[src/rtl/cam_index_decoder.sv]
// Binary-to-one-hot write-enable decoder for the CAM entry array, with a
// clear-all sweep sequencer that walks every entry once, one per cycle.
module cam_index_decoder #(
  parameter int    WIDTH     = 4,
  parameter string SWEEP_DIR = "UP"
) (
  input  logic                                   clk,
  input  logic                                   rst,
  input  logic [((WIDTH > 1) ? $clog2(WIDTH) : 1)-1:0] index_in,
  input  logic                                   index_valid,
  output logic                                   index_ready,
  input  logic                                   sweep_start,
  output logic [WIDTH-1:0]                       output_decoded,
  output logic                                   output_valid,
  output logic                                   index_error,
  output logic                                   busy,
  output logic                                   sweep_done
);

  localparam int             IW        = (WIDTH > 1) ? $clog2(WIDTH) : 1;
  localparam bit             DOWN      = (SWEEP_DIR == "DOWN");
  localparam logic [IW-1:0]  FIRST_IDX = IW'(DOWN ? WIDTH - 1 : 0);
  localparam logic [IW-1:0]  LAST_IDX  = IW'(DOWN ? 0 : WIDTH - 1);
  // One extra bit so WIDTH itself is representable when range-checking index_in.
  localparam logic [IW:0]    WIDTH_X   = (IW + 1)'(WIDTH);

  typedef enum logic {
    S_IDLE  = 1'b0,
    S_SWEEP = 1'b1
  } state_t;

  state_t           state_q, state_d;
  logic [IW-1:0]    cnt_q, cnt_d;
  logic [WIDTH-1:0] dec_q, dec_d;
  logic             vld_q, vld_d;
  logic             err_q, err_d;
  logic             done_q, done_d;
  logic             accept;
  logic             idx_ok;

  function automatic logic [WIDTH-1:0] onehot(input logic [IW-1:0] idx);
    logic [WIDTH-1:0] v;
    v = '0;
    for (int i = 0; i < WIDTH; i++) begin
      if (idx == IW'(i)) v[i] = 1'b1;
    end
    return v;
  endfunction

  function automatic logic [IW-1:0] step(input logic [IW-1:0] idx);
    return DOWN ? (idx - IW'(1)) : (idx + IW'(1));
  endfunction

  assign busy        = (state_q == S_SWEEP);
  assign index_ready = ~busy & ~sweep_start;
  assign accept      = index_valid & index_ready;
  assign idx_ok      = ({1'b0, index_in} < WIDTH_X);

  always_comb begin
    state_d = state_q;
    cnt_d   = cnt_q;
    dec_d   = '0;
    vld_d   = 1'b0;
    err_d   = 1'b0;
    done_d  = 1'b0;
    case (state_q)
      S_IDLE: begin
        if (sweep_start) begin
          state_d = S_SWEEP;
          cnt_d   = FIRST_IDX;
          dec_d   = onehot(FIRST_IDX);
          vld_d   = 1'b1;
          done_d  = (FIRST_IDX == LAST_IDX);
        end else if (accept) begin
          if (idx_ok) begin
            dec_d = onehot(index_in);
            vld_d = 1'b1;
          end else begin
            err_d = 1'b1;
          end
        end
      end
      S_SWEEP: begin
        // cnt_q is the entry on the output this cycle; leave once the last has shown.
        if (cnt_q == LAST_IDX) begin
          state_d = S_IDLE;
          cnt_d   = '0;
        end else begin
          cnt_d  = step(cnt_q);
          dec_d  = onehot(cnt_d);
          vld_d  = 1'b1;
          done_d = (cnt_d == LAST_IDX);
        end
      end
      default: begin
        state_d = S_IDLE;
        cnt_d   = '0;
      end
    endcase
  end

  always_ff @(posedge clk) begin
    if (rst) begin
      state_q <= S_IDLE;
      cnt_q   <= '0;
      dec_q   <= '0;
      vld_q   <= 1'b0;
      err_q   <= 1'b0;
      done_q  <= 1'b0;
    end else begin
      state_q <= state_d;
      cnt_q   <= cnt_d;
      dec_q   <= dec_d;
      vld_q   <= vld_d;
      err_q   <= err_d;
      done_q  <= done_d;
    end
  end

  assign output_decoded = dec_q;
  assign output_valid   = vld_q;
  assign index_error    = err_q;
  assign sweep_done     = done_q;

endmodule

[config.mk]
export PLATFORM = sky130hd
export DESIGN_NAME = cam_index_decoder
export DESIGN_NICKNAME = d
export VERILOG_FILES = /design/src/rtl/cam_index_decoder.sv
export SDC_FILE = /design/constraint.sdc
export NUM_CORES = 1
export LEC_CHECK = 0
export CAP_MARGIN = 15
export CORE_AREA = 2 2 39 41
export DETAILED_ROUTE_END_ITERATION = 8
export DIE_AREA = 0 0 41 43
export DONT_BUFFER_PORTS = 1
export HOLD_SLACK_MARGIN = 0.05
export PLACE_DENSITY = 0.46
export SETUP_SLACK_MARGIN = 0.5
export SYNTH_ARGS = -nofsm -noshare
export SYNTH_HDL_FRONTEND = slang
export SYNTH_SLANG_ARGS = --single-unit
[constraint.sdc]
create_clock -name clk -period 1.3 [get_ports clk]
set_clock_uncertainty 0.2 [all_clocks]
set_input_delay 0.325 -clock clk [delete_from_list [all_inputs] [get_ports clk]]
set_output_delay 0.325 -clock clk [all_outputs]
set_load 0.01 [all_outputs]
; Word-level counts from Yosys, hierarchy flattened
; Index checks and enable logic that the tools add are counted.
[totals]
word_cells = 43
regBits = 9
output_inout_bits = 9
inputBits = 6
[classes]
mux = 23
bitwise = 4
eq_ne = 8
add_sub_neg = 1
n_reduce_logical = 2
[ops]
columns = operator, count
row1 = 1-bit 2-to-1 mux, 13
row2 = 4-bit 2-to-1 mux, 3
row3 = "2-bit equality test, second input constant", 5
row4 = 4-bit case mux with 2 select lines, 1
row5 = 1-bit case mux with 2 select lines, 3
row6 = "2-bit by 1-bit equality test with 1-bit output, second input constant", 2
row7 = 2-bit zero test, 2
row8 = 2-bit 2-to-1 mux, 2
row9 = 2-bit case mux with 2 select lines, 1
row10 = "2-bit by 1-bit adder with 2-bit output, second input constant", 1
row11 = 1-bit AND, 2
row12 = "2-bit inequality test, second input constant", 1
row13 = 1-bit inverter, 2

; Logic depth before layout (Yosys ltp)
[logic_depth]
ltp_word = 6
depth_mapped = 4
depth_no_buf = 4

; Worst setup path before layout
; OpenSTA, ideal clock, no wires.
[synth_timing]
path_kind = reg2reg
from = reg cnt_q[0]
to = reg dec_q[3], in the netlist output_decoded[3]
arrival_time_ns = 0.953
slack_ns = 0.031
setup_time_ns = 0.116
path_buffers = 0
required_time_ns = 0.984
synth_period_minus_slack_ns = 1.269
stages_incl_launch_ff = 5
cell_sequence = dfxtp_1 -> inv_1 -> ha_1 -> and3b_1 -> a41o_1
[synth_via]
elab_chain_cells = 5
elab_cells_between_ends = 6
classes_between = add/sub (1) / eq/ne (2) / mux (3)
[synth_rtl]
columns = item, line
row1 = from (decl), 33  ; logic [IW-1:0] cnt_q, cnt_d;
row2 = from (signal assigned), 112  ; cnt_q <= cnt_d;
row3 = 2-bit by 1-bit adder with 2-bit output, 51  ; return DOWN ? (idx - IW'(1)) : (idx + IW'(1));
row4 = 2-bit equality test, 45  ; if (idx == IW'(i)) v[i] = 1'b1;
row5 = 1-bit 2-to-1 mux, 45
row6 = 4-bit 2-to-1 mux (*), 85  ; if (cnt_q == LAST_IDX) begin
row7 = 4-bit case mux with 2 select lines (*), 66  ; case (state_q)
row8 = to (signal assigned), 106  ; dec_q <= '0;
row9 = to (signal assigned), 113  ; dec_q <= dec_d;
row10 = to (decl), 34  ; logic [WIDTH-1:0] dec_q, dec_d;
; Every way passes the cells marked *; elsewhere a longest branch is shown, timed or not.
; A chain may end at the register's enable or synchronous reset.

; Worst setup path after layout
[layout_timing]
from = reg state_q, in the netlist busy
to = out index_ready
[layout_via]
elab_chain_cells = 2
[layout_rtl]
columns = item, line
row1 = from (decl), 32  ; state_t state_q, state_d;
row2 = from (signal assigned), 111  ; state_q <= state_d;
row3 = 1-bit inverter, --
row4 = 1-bit AND, 55  ; assign index_ready = ~busy & ~sweep_start;
row5 = to (decl), 11  ; output logic index_ready,
; No other way between the ends.

==> summary.md <==
| Metric | Value |
|---|---|
| Critical setup path kind | `reg -> out` |
| DIE WIDTH | `41 um` |
| Final Wtd Congestion | `0.692` |
| Worst reg-to-reg path cell count | `4` |
| Drt total wl | `796 um` |
| Fin crit period | `1320 ps` |
| Slowest cell on the critical path | `dfxtp_4` |
| Register area | `199 um^2` |
| Worst Path Max Fanout | `7` |
| Setup violators final | `1` |
| First-pass GRT wire length | `1240 um` |
| Footprint of the multi-input gates | `253 um^2` |
| Port buffer count | `0` |
| Synth Instances | `40` |
| Placeable Area | `1380 um^2` |
| GRT busiest layer | `met2` |
| Status | `finished with violations` |
| Most common cell after layout, fill and taps aside | `dfxtp_2` |
| Worst setup SP type | `register` |
| Levels on crit path | `1` |
| PD cells | `between 1000 and 1500 nW/um^2` |
| Yosys warns | `0` |
| Failing checks | `hold timing, setup timing` |
| VDD IR max | `355 uV` |
| DR vias | `299` |
| FF-to-FF End | `output_decoded[3]` |
| Vias in the first global route | `312` |
| Register clock-pin slew on the reported worst setup and hold paths | `60 ps` |
| Worst Path Buf+Inv | `0` |
| Post-Syn Nets | `50` |
| Mapped Area | `~410 um^2` |
| Hold Slack | `-90.1 ps` |
| Clk sinks | `9` |
| WL per Instance | `13.0 um` |
| Post-layout net count | `56` |
| Fin. max-slew vios | `0` |
| Inserted Clock Buffers | `3` |
| Final worst path period share | `102%` |
| Fraction of layout cells with a size suffix above 1 | `53.3%` |
| Router iterations before antenna repair | `3` |
| LEAKAGE | `approximately 0.22 nW` |
| Reg2Reg Launch Point | `cnt_q[0]` |
| Via density | `4.90` |
| # rows | `14` |
| Hold EP | `cnt_q[0]` |
| TritonCTS clock tree | `yes` |
| Antenna Nets Post-Route | `0` |
| Ordered list of cells on the worst path | `nor2_4` |
| CP delay by family, top | `flip-flops` |
| Hold Path Class | `in -> reg` |
| Die area | `1760 um^2` |
| CP Data Required Time | `770 ps` |
| RSZ-0062 raised after global routing | `true` |
| P&R area growth vs syn | `31.1%` |
| Clock Tree Buf Depth | `2` |
| DRC viols | `0` |
| Detailed placer's ending HPWL | `563 um` |
| Mean Syn Cell Area | `between 10 and 15 um^2` |
| Worst R2R Setup Slack | `about 70 ps` |
| Largest net degree at the start of global routing | `9` |
| H-tree Lvls | `1` |
| Sequential-to-total area share from yosys stat | `roughly 44%` |
| Met2 usage | `between 10% and 20%` |
| Crit path capture type | `output port` |
| Hold Path Origin | `rst` |
| Gr ovfl total | `0` |
| Post-layout util | `38.9%` |
| Max cap viols | `0` |
| WP data arrival | `approximately 800 ps` |
| Synth unique cells | `22` |
| Fill cell count | `roughly 140` |
| CP max stage delay | `roughly 380 ps` |
| Met1 Use GR | `11.5%` |
| Die height | `43 um` |
| CTS root buffer | `clkbuf_4` |
| GRT Resource Usage Total | `11.0%` |
| Final WS setup | `-21.7 ps` |
| Commonest cells after routing, fill and taps aside | `6 x dfxtp_2, 3 x nor2_1, 3 x ha_4, 3 x dfxtp_4, 3 x clkbuf_4` |
| Starting Density | `29.7%` |
| Final hold viol count | `7` |
| WHS Path Cells | `1` |
| Initial antenna violation count | `0` |
| Synth Register Bits | `9` |
| DRT iter0 DRCs | `3` |
| Later-pin clock latency in the skew report | `between 200 and 300 ps` |
| I/O pins | `15` |
| GRT met3 Usage | `5.24%` |
| Max frequency | `roughly 0.76 GHz` |
| # diodes | `0` |
## layout make-up
cell class,count,share of cell area [%]
Inverter,2,2.33
Timing Repair Buffer,3,5.12
Multi-Input combinational cell,27,47.0
Tap cell,16,3.72
Clock buffer,4,4.88
Sequential cell,9,37.0
## stage by stage
step	setup slack (ps)	power, mW	setup TNS, ps	cells	cell area, um^2
3_5_place_dp	64.8	0.367	0	54	424
6_report	-21.7	0.604	-21.7	61	538
2_1_floorplan	114	0.365	0	40	423
3_3_place_gp	82.2	0.365	0	54	424
4_1_cts	-57.6	0.604	-57.6	60	527
5_1_grt	-63.2	0.642	-63.2	61	538
## synthesized netlist by cell type
library cell | n | share of area (%)
nand2b_1 | 2 | 3.0
conb_1 | 1 | 0.91
nor2_2 | 1 | 1.5
and3b_1 | 1 | 2.1
dfxtp_1 | 9 | 44
o21ai_1 | 1 | 1.2
buf_6 | 1 | 2.7
inv_1 | 2 | 1.8
nand3_1 | 1 | 1.2
o21a_1 | 1 | 1.8
a21oi_1 | 1 | 1.2
a41o_1 | 1 | 2.4
a21o_1 | 1 | 1.8
mux2i_1 | 2 | 4.9
ha_1 | 4 | 12
nor2b_1 | 1 | 1.5
a21oi_2 | 1 | 2.1
nor2_1 | 4 | 3.7
nor3b_1 | 2 | 3.7
nand3b_1 | 1 | 1.8
nor4bb_1 | 1 | 2.4
buf_4 | 1 | 1.8
## where the power goes
part / leakage [nW] / internal [mW] / switching [mW]
Sequential: 0.0782 / 0.292 / 0.0206
Combinational: 0.123 / 0.0377 / 0.0327
Clock: 0.0150 / 0.119 / 0.103
## worst register-to-register path, delay by kind of cell, from the launching register on
family,cells,cell delay (ps)
fa+ha+maj,1,140
compound gates,1,190
buf+inv,1,50
flops,1,370
simple gates,1,170
## worst max-delay path by stage
stage | startpoint | endpoint | slack [ps]
final | busy | index_ready | -20
after global routing | busy | index_ready | -60
after CTS | busy | index_ready | -60
after detailed placement | cnt_q[0] | output_decoded[3] | 60
after global placement | cnt_q[0] | output_decoded[3] | 80
after floorplan | cnt_q[0] | output_decoded[3] | 110
## layer usage
| metal | up-vias | wire [um] |
|---|---|---|
| li1 | 146 | - |
| met5 | - | 0 |
| met4 | 0 | 25 |
| met3 | 3 | 87 |
| met1 | 135 | 297 |
| met2 | 15 | 387 |
## what timing repair did
| item | CTS | global route |
|---|---|---|
| resized for setup | 14 | 1 |
| endpoints found under the setup margin | 17 | 17 |
| buffers inserted | 2 | 1 |
| endpoints found under the hold margin | 8 | 8 |
| pin swaps | 5 | 4 |
## sequential cells by signal, summed over array words and instances (netlist names)
register / count
busy: 1
cnt_q: 2
output_valid: 1
sweep_done: 1
output_decoded: 4
## kinds of logic (layout without fill, tap and decap cells)
| logic type | count (synthesis) | in the layout | synth area share [%] |
|---|---|---|---|
| multiplexers | 2 | 2 | 4.88 |
| adder cells (fa/ha/maj) | 4 | 4 | 12.2 |
| buffers and inverters | 4 | 9 | 6.40 |
| AND/OR/NAND/NOR | 14 | 14 | 21.0 |
| other | 1 | 1 | 0.914 |
| AO/OA/AOI/OAI | 6 | 6 | 10.7 |
| flip-flops | 9 | 9 | 43.9 |
Power figures use the tool's default switching activity.
